--- config.mk ---
export PLATFORM = sky130hd
export DESIGN_NAME = rotate_seq_unit_flat
export DESIGN_NICKNAME = d
export VERILOG_FILES = /design/src/rtl/rotate_seq_unit_if.sv /design/src/rtl/rotate_seq_unit.sv /design/src/flat_wrapper.sv
export SDC_FILE = /design/constraint.sdc
export NUM_CORES = 1
export LEC_CHECK = 0
export ABC_CLOCK_PERIOD_IN_PS = 2700
export BUFFER_PORTS_ARGS = -buffer_cell sky130_fd_sc_hd__buf_4
export CAP_MARGIN = 10
export CORE_ASPECT_RATIO = 1.25
export CORE_UTILIZATION = 28
export DETAILED_ROUTE_END_ITERATION = 8
export MAX_ROUTING_LAYER = met4
export PLACE_DENSITY = 0.44
export SYNTH_ARGS = -nofsm -noshare
export SYNTH_HDL_FRONTEND = slang
export SYNTH_SLANG_ARGS = --single-unit
--- constraint.sdc ---
create_clock -name clk -period 2.7 [get_ports clk]
set_clock_uncertainty 0.05 [all_clocks]
set_input_delay 0.27 -clock clk [delete_from_list [all_inputs] [get_ports clk]]
set_output_delay 0.27 -clock clk [all_outputs]
set_load 0.005 [all_outputs]
--- src/rtl/rotate_seq_unit_if.sv ---
// Start/done handshake and operand/result bundle for the multi-cycle rotate/shift engine.
// master = execution sequencer, slave = rotate_seq_unit.
interface rotate_seq_unit_if #(
    parameter int WIDTH = 16,
    parameter int CNT_W = 5
);
    logic             start;
    logic [WIDTH-1:0] A;
    logic [CNT_W-1:0] count;
    logic [2:0]       op;
    logic             cin;
    logic             busy;
    logic             done;
    logic [WIDTH-1:0] R;
    logic             CF;
    logic             OF;

    modport master (
        output start, A, count, op, cin,
        input  busy, done, R, CF, OF
    );

    modport slave (
        input  start, A, count, op, cin,
        output busy, done, R, CF, OF
    );
endinterface

--- src/rtl/rotate_seq_unit.sv ---
// One-bit-per-clock ROL/ROR/RCL/RCR/SHL/SHR/SAR engine with start/done handshake.
// Optional ROT_COUNT_MASK_EN reduces the step count up front to shorten latency.
//
// state  | meaning
// IDLE   | waiting for start; operands latched on an accepted start
// RUN    | one step per clock on {c, r} until remaining count reaches zero
// DONE   | one-cycle done pulse; R/CF/OF already hold the result
module rotate_seq_unit #(
    parameter int WIDTH = 16,
    parameter int CNT_W = 5
) (
    input logic               clk,
    input logic               rst,
    rotate_seq_unit_if.slave  bus
);
    localparam int M = WIDTH - 1;

    localparam logic [2:0] OP_ROL = 3'b000;
    localparam logic [2:0] OP_ROR = 3'b001;
    localparam logic [2:0] OP_RCL = 3'b010;
    localparam logic [2:0] OP_RCR = 3'b011;
    localparam logic [2:0] OP_SHL = 3'b100;
    localparam logic [2:0] OP_SHR = 3'b101;
    localparam logic [2:0] OP_SAL = 3'b110;
    localparam logic [2:0] OP_SAR = 3'b111;

    typedef enum logic [1:0] {S_IDLE, S_RUN, S_DONE} state_t;

    state_t           state_q, state_d;
    logic [WIDTH-1:0] r_q, step_r, res_r;
    logic             c_q, step_c, res_c, res_of;
    logic [2:0]       op_q;
    logic             msb0_q;
    logic [CNT_W-1:0] rem_q, n_eff;

`ifdef ROT_COUNT_MASK_EN
    // Rotates repeat with period WIDTH (WIDTH+1 through carry); shifts saturate past WIDTH+1.
    always_comb begin
        n_eff = bus.count;
        case (bus.op)
            OP_ROL, OP_ROR: n_eff = CNT_W'(int'(bus.count) % WIDTH);
            OP_RCL, OP_RCR: n_eff = CNT_W'(int'(bus.count) % (WIDTH + 1));
            default: if (int'(bus.count) > WIDTH + 1) n_eff = CNT_W'(WIDTH + 1);
        endcase
    end
`else
    assign n_eff = bus.count;
`endif

    always_comb begin
        step_r = r_q;
        step_c = c_q;
        case (op_q)
            OP_ROL: begin step_r = {r_q[M-1:0], r_q[M]}; step_c = r_q[M]; end
            OP_ROR: begin step_r = {r_q[0], r_q[M:1]};   step_c = r_q[0]; end
            OP_RCL: {step_c, step_r} = {r_q, c_q};
            OP_RCR: {step_r, step_c} = {c_q, r_q};
            OP_SHL, OP_SAL: begin step_r = {r_q[M-1:0], 1'b0}; step_c = r_q[M]; end
            OP_SHR: begin step_r = {1'b0, r_q[M:1]};     step_c = r_q[0]; end
            OP_SAR: begin step_r = {r_q[M], r_q[M:1]};   step_c = r_q[0]; end
        endcase
    end

    always_ff @(posedge clk) begin
        if (rst) state_q <= S_IDLE;
        else     state_q <= state_d;
    end

    always_comb begin
        state_d = state_q;
        case (state_q)
            S_IDLE:  if (bus.start) state_d = (n_eff == '0) ? S_DONE : S_RUN;
            S_RUN:   if (rem_q == CNT_W'(1)) state_d = S_DONE;
            S_DONE:  state_d = S_IDLE;
            default: state_d = S_IDLE;
        endcase
    end

    // Result registers load only on the edge entering DONE, so they stay stable between operations.
    always_ff @(posedge clk) begin
        if (rst) begin
            r_q    <= '0;
            c_q    <= 1'b0;
            op_q   <= '0;
            msb0_q <= 1'b0;
            rem_q  <= '0;
            res_r  <= '0;
            res_c  <= 1'b0;
            res_of <= 1'b0;
        end else begin
            case (state_q)
                S_IDLE: if (bus.start) begin
                    r_q    <= bus.A;
                    c_q    <= bus.cin;
                    op_q   <= bus.op;
                    msb0_q <= bus.A[M];
                    rem_q  <= n_eff;
                    if (n_eff == '0) begin
                        res_r  <= bus.A;
                        res_c  <= bus.cin;
                        res_of <= 1'b0;
                    end
                end
                S_RUN: begin
                    r_q   <= step_r;
                    c_q   <= step_c;
                    rem_q <= rem_q - CNT_W'(1);
                    if (rem_q == CNT_W'(1)) begin
                        res_r  <= step_r;
                        res_c  <= step_c;
                        res_of <= msb0_q ^ step_r[M];
                    end
                end
                default: ;
            endcase
        end
    end

    always_comb begin
        bus.busy = (state_q != S_IDLE);
        bus.done = (state_q == S_DONE);
        bus.R    = res_r;
        bus.CF   = res_c;
        bus.OF   = res_of;
    end
endmodule

--- src/flat_wrapper.sv ---
// flat-port wrapper written by rule: the top's interface ports become plain ports
module rotate_seq_unit_flat 
#(
    parameter int WIDTH = 16,
    parameter int CNT_W = 5
)
  (clk, rst, bus_start, bus_A, bus_count, bus_op, bus_cin, bus_busy, bus_done, bus_R, bus_CF, bus_OF);
  rotate_seq_unit_if #(.WIDTH(WIDTH), .CNT_W(CNT_W)) bus_i ();
  input logic clk;
  input logic rst;
  input wire logic [$bits(bus_i.start)-1:0] bus_start;
  input wire logic [$bits(bus_i.A)-1:0] bus_A;
  input wire logic [$bits(bus_i.count)-1:0] bus_count;
  input wire logic [$bits(bus_i.op)-1:0] bus_op;
  input wire logic [$bits(bus_i.cin)-1:0] bus_cin;
  output wire logic [$bits(bus_i.busy)-1:0] bus_busy;
  output wire logic [$bits(bus_i.done)-1:0] bus_done;
  output wire logic [$bits(bus_i.R)-1:0] bus_R;
  output wire logic [$bits(bus_i.CF)-1:0] bus_CF;
  output wire logic [$bits(bus_i.OF)-1:0] bus_OF;
  assign bus_i.start = bus_start;
  assign bus_i.A = bus_A;
  assign bus_i.count = bus_count;
  assign bus_i.op = bus_op;
  assign bus_i.cin = bus_cin;
  assign bus_busy = bus_i.busy;
  assign bus_done = bus_i.done;
  assign bus_R = bus_i.R;
  assign bus_CF = bus_i.CF;
  assign bus_OF = bus_i.OF;
  rotate_seq_unit #(.WIDTH(WIDTH), .CNT_W(CNT_W)) u_core (.clk(clk), .rst(rst), .bus(bus_i));
endmodule
==> metrics.txt <==
# TYPE chip_impl_metric gauge
chip_impl_metric{name="ff2ff_setup_slack",unit="ns"} 0.63
chip_impl_metric{name="vias_per_cell",unit=""} 5.16
chip_impl_metric{name="ys_seq_area_share",unit="%"} 40.2
chip_impl_metric{name="cts_buffers",unit=""} 5
chip_impl_metric{name="worst_path_largest_cell_delay",unit="ns"} 0.52
chip_impl_metric{name="place.detailed.hpwl",unit="mm"} 4.52
chip_impl_metric{name="grt.met3_usage",unit="%"} 2.96
chip_impl_metric{name="gr-usage-met1",unit="%"} 19.7
chip_impl_metric{name="io_pins",unit=""} 48
chip_impl_metric{name="synth_async_sr_flop_share",unit="%"} 0
chip_impl_metric{name="global_route.usage.met2",unit="%"} 28.0
chip_impl_metric{name="post-route-drc-count",unit=""} 0
chip_impl_metric{name="proportion_of_layout_cells_with_a_drive_suffix_above_1",unit="%"} 31.8
chip_impl_metric{name="synth_edf_count",unit=""} 0
chip_impl_metric{name="stdcell_count",unit=""} 406
chip_impl_metric{name="nets",unit=""} 340
chip_impl_metric{name="timing_hold_violations_final",unit=""} 0
chip_impl_metric{name="vias",unit=""} 2093
chip_impl_metric{name="port-buffer-count",unit=""} 47
chip_impl_info{name="worstSetupStartpointType",value="register"} 1
chip_impl_info{name="setup_repair_after_global_routing_missed_its_margin",value="false"} 1
chip_impl_info{name="outcome",value="completed"} 1
chip_impl_metric{name="synthesis.area",unit="mm2"} 0.00229
chip_impl_info{name="worstHoldPathType",value="input pin to register"} 1
chip_impl_metric{name="ys_seq_elements",unit=""} 46
chip_impl_metric{name="cts_buffer_depth",unit=""} 2
chip_impl_metric{name="clk_pin_slew",unit="ns"} 0.08
chip_impl_metric{name="hold_ws",unit="ns"} 0.170
chip_impl_metric{name="fp.coreArea",unit="mm2"} 0.00788
chip_impl_info{name="ctsRootBufferMaster",value="clkbuf_8"} 1
chip_impl_metric{name="finalPower",unit="mW"} 1.61
chip_impl_info{name="cp_slowest_cell",value="or4b_4"} 1
chip_impl_metric{name="report.final.slew_viol_count",unit=""} 0
chip_impl_metric{name="fmaxAchievable",unit="GHz"} 0.483
chip_impl_metric{name="detail_route.wirelength",unit="mm"} 6.67
chip_impl_info{name="critical_path.cell_chain",value="ha_1 > or4b_4 > o21a_4 > o211a_1 > a311o_1"} 1
chip_impl_info{name="timing_worst_setup_path_type",value="register to register"} 1
chip_impl_info{name="tritoncts",value="built"} 1
chip_impl_info{name="dominantRegCellSynth",value="dfxtp_1"} 1
chip_impl_metric{name="drt-pass1-iter-count",unit=""} 4
chip_impl_metric{name="htree_num_levels",unit=""} 2
chip_impl_metric{name="die_x",unit="um"} 82.9
chip_impl_metric{name="maxSlewHeadroom",unit="%"} 39.6
chip_impl_metric{name="irDropWorstVdd",unit="mV"} 0.239
chip_impl_metric{name="core.rowCount",unit=""} 36
chip_impl_metric{name="layout-area-overhead-vs-synth",unit="%"} 22.6
chip_impl_info{name="top_usage_layer",value="met2"} 1
chip_impl_metric{name="timing_worst_slew_pin_value",unit="ns"} 0.905
chip_impl_metric{name="timing.final.crit_period",unit="ns"} 2.07
chip_impl_metric{name="finalWeightedCongestion",unit=""} 0.753
chip_impl_metric{name="drt_iter0_drc",unit=""} 72
chip_impl_metric{name="final-setup-viol-count",unit=""} 0
chip_impl_metric{name="setup_total_negative_slack",unit="ns"} 0
chip_impl_metric{name="cts-resized-gates",unit=""} 0
chip_impl_metric{name="grt_pass1_wl",unit="mm"} 10.7
chip_impl_metric{name="grt_start_max_net_pins",unit=""} 46
chip_impl_metric{name="final.period_utilization",unit="%"} 76.7
chip_impl_metric{name="first_global_vias",unit=""} 2062
chip_impl_metric{name="global_route.overflow_total",unit=""} 0
chip_impl_metric{name="num_antenna_cells",unit=""} 0
chip_impl_metric{name="filler_cell_count",unit=""} 823
chip_impl_metric{name="worst_ep_required_time",unit="ns"} 2.84
chip_impl_metric{name="timing.critical_path.fanout_max",unit=""} 16
chip_impl_metric{name="grt_usage",unit="%"} 16.4
chip_impl_metric{name="syn_avg_cell_area",unit="um2"} 8.45
chip_impl_metric{name="cts_setup_buffers",unit=""} 0
chip_impl_metric{name="cts.sinks",unit=""} 46
chip_impl_metric{name="synth.distinct_cells",unit=""} 35
chip_impl_metric{name="synth-warning-count",unit=""} 0
chip_impl_metric{name="start_util",unit="%"} 29.0
chip_impl_metric{name="die_h",unit="um"} 103
chip_impl_metric{name="number_of_nets_with_antenna_violations_after_routing",unit=""} 0
chip_impl_metric{name="grt_antenna_before_repair",unit=""} 0
chip_impl_metric{name="power-per-cell-area",unit="mW/mm2"} 575
chip_impl_metric{name="crit_arrival",unit="ns"} 2.21
chip_impl_metric{name="dpl.cell_count",unit=""} 398
chip_impl_metric{name="die_area",unit="mm2"} 0.00855
chip_impl_metric{name="clk-insertion-delay-late",unit="ns"} 0.29
chip_impl_metric{name="cts_hold_buffers",unit=""} 0
chip_impl_metric{name="routedWlPerCell",unit="um"} 16.4
chip_impl_metric{name="synthesis.instances",unit=""} 271
chip_impl_metric{name="timing.max_cap.violations",unit=""} 0
chip_impl_metric{name="postSynthNetCount",unit=""} 301
chip_impl_metric{name="power.static_leakage",unit="nW"} 1.10
chip_impl_info{name="cp-end-kind",value="register"} 1
==> routing by layer <==
layer	part of all wire (%)	up-vias
li1	-	1040
met1	45	992
met2	49	54
met3	5.1	7
met4	1.5	0
met5	0	-
==> path summary, 6_finish.rpt <==
| kind | from | end | cells after the start |
|---|---|---|---|
| max reg2reg | u_core.rem_q[0] | u_core.bus.OF | 5 |
| max | u_core.rem_q[0] | u_core.bus.OF | 5 |
| min | bus_op[1] | u_core.op_q[1] | 3 |
| min reg2reg | u_core.bus.R[0] | u_core.bus.R[0] | 2 |
==> report_power, final <==
part	leakage (nW)	internal, mW	switching, mW	total [mW]
logic	0.680	0.179	0.204	0.383
clock network	0.0482	0.207	0.233	0.440
registers	0.377	0.733	0.0571	0.790
==> flip-flops by register name, indices dropped and copies added (netlist names) <==
| name | cells |
|---|---|
| u_core.bus.OF | 1 |
| u_core.rem_q | 5 |
| u_core.c_q | 1 |
| u_core.msb0_q | 1 |
| u_core.state_q | 2 |
| u_core.r_q | 16 |
| u_core.bus.R | 16 |
| u_core.bus.CF | 1 |
| u_core.op_q | 3 |
==> cell usage after synthesis (3+ instances only) <==
cell | count | area [um2]
mux2_2 | 31 | 349
o211ai_1 | 3 | 22.5
nand3_1 | 18 | 90.1
clkbuf_1 | 16 | 60.1
o21ai_0 | 19 | 95.1
nor2_1 | 9 | 33.8
buf_2 | 3 | 15.0
dfxtp_1 | 46 | 921
a21oi_1 | 38 | 190
nand2_1 | 46 | 173
inv_1 | 4 | 15.0
or2_2 | 3 | 18.8
a211oi_1 | 6 | 45.0
mux2i_1 | 3 | 30.0
==> critical path: cells and delay by family, from the launching register on <==
kind / cells / cell delay [ns]
AO/OA/AOI/OAI: 3 / 0.81
AND/OR/NAND/NOR: 1 / 0.52
flip-flops: 1 / 0.41
adder cells (fa/ha/maj): 1 / 0.16
==> logic make-up (layout without fill, tap and decap cells) <==
kind of cell    Yosys count  in the layout  share of synthesized area [%]
simple gates             86             86                           17.0
compound gates           79             79                           20.7
flops                    46             46                           40.2
mux                      34             34                           16.6
buf+inv                  24             64                           4.43
fa+ha+maj                 2              2                           1.09
==> layout make-up <==
cell class	count	area, um2	share of cell area [%]
multi-input cells	201	1270	45.3
clock inverters	1	5.00	0.178
flip-flops and latches	46	921	32.8
clock buffers	7	86.3	3.08
inverters	4	15.0	0.535
repair buffers	52	390	13.9
well taps	95	119	4.24
==> stage by stage <==
step           utilization [%]  instance area, um2  setup slack [ns]
2_1_floorplan                -                2290             0.737
3_3_place_gp              34.4                2720             0.577
3_5_place_dp              34.4                2720             0.556
4_1_cts                   35.6                2810             0.623
5_1_grt                   35.6                2810             0.466
6_report                  35.6                2810             0.630
==> placed cells by master (no fill, tap or decap), types with 6 or more instances in the layout <==
master	count
buf_4	52
nand2_1	46
dfxtp_1	46
a21oi_1	38
mux2_2	31
o21ai_0	19
nand3_1	18
nor2_1	9
a211oi_1	6
clkbuf_8	6
Note: power is estimated with default switching activity, not from simulation.
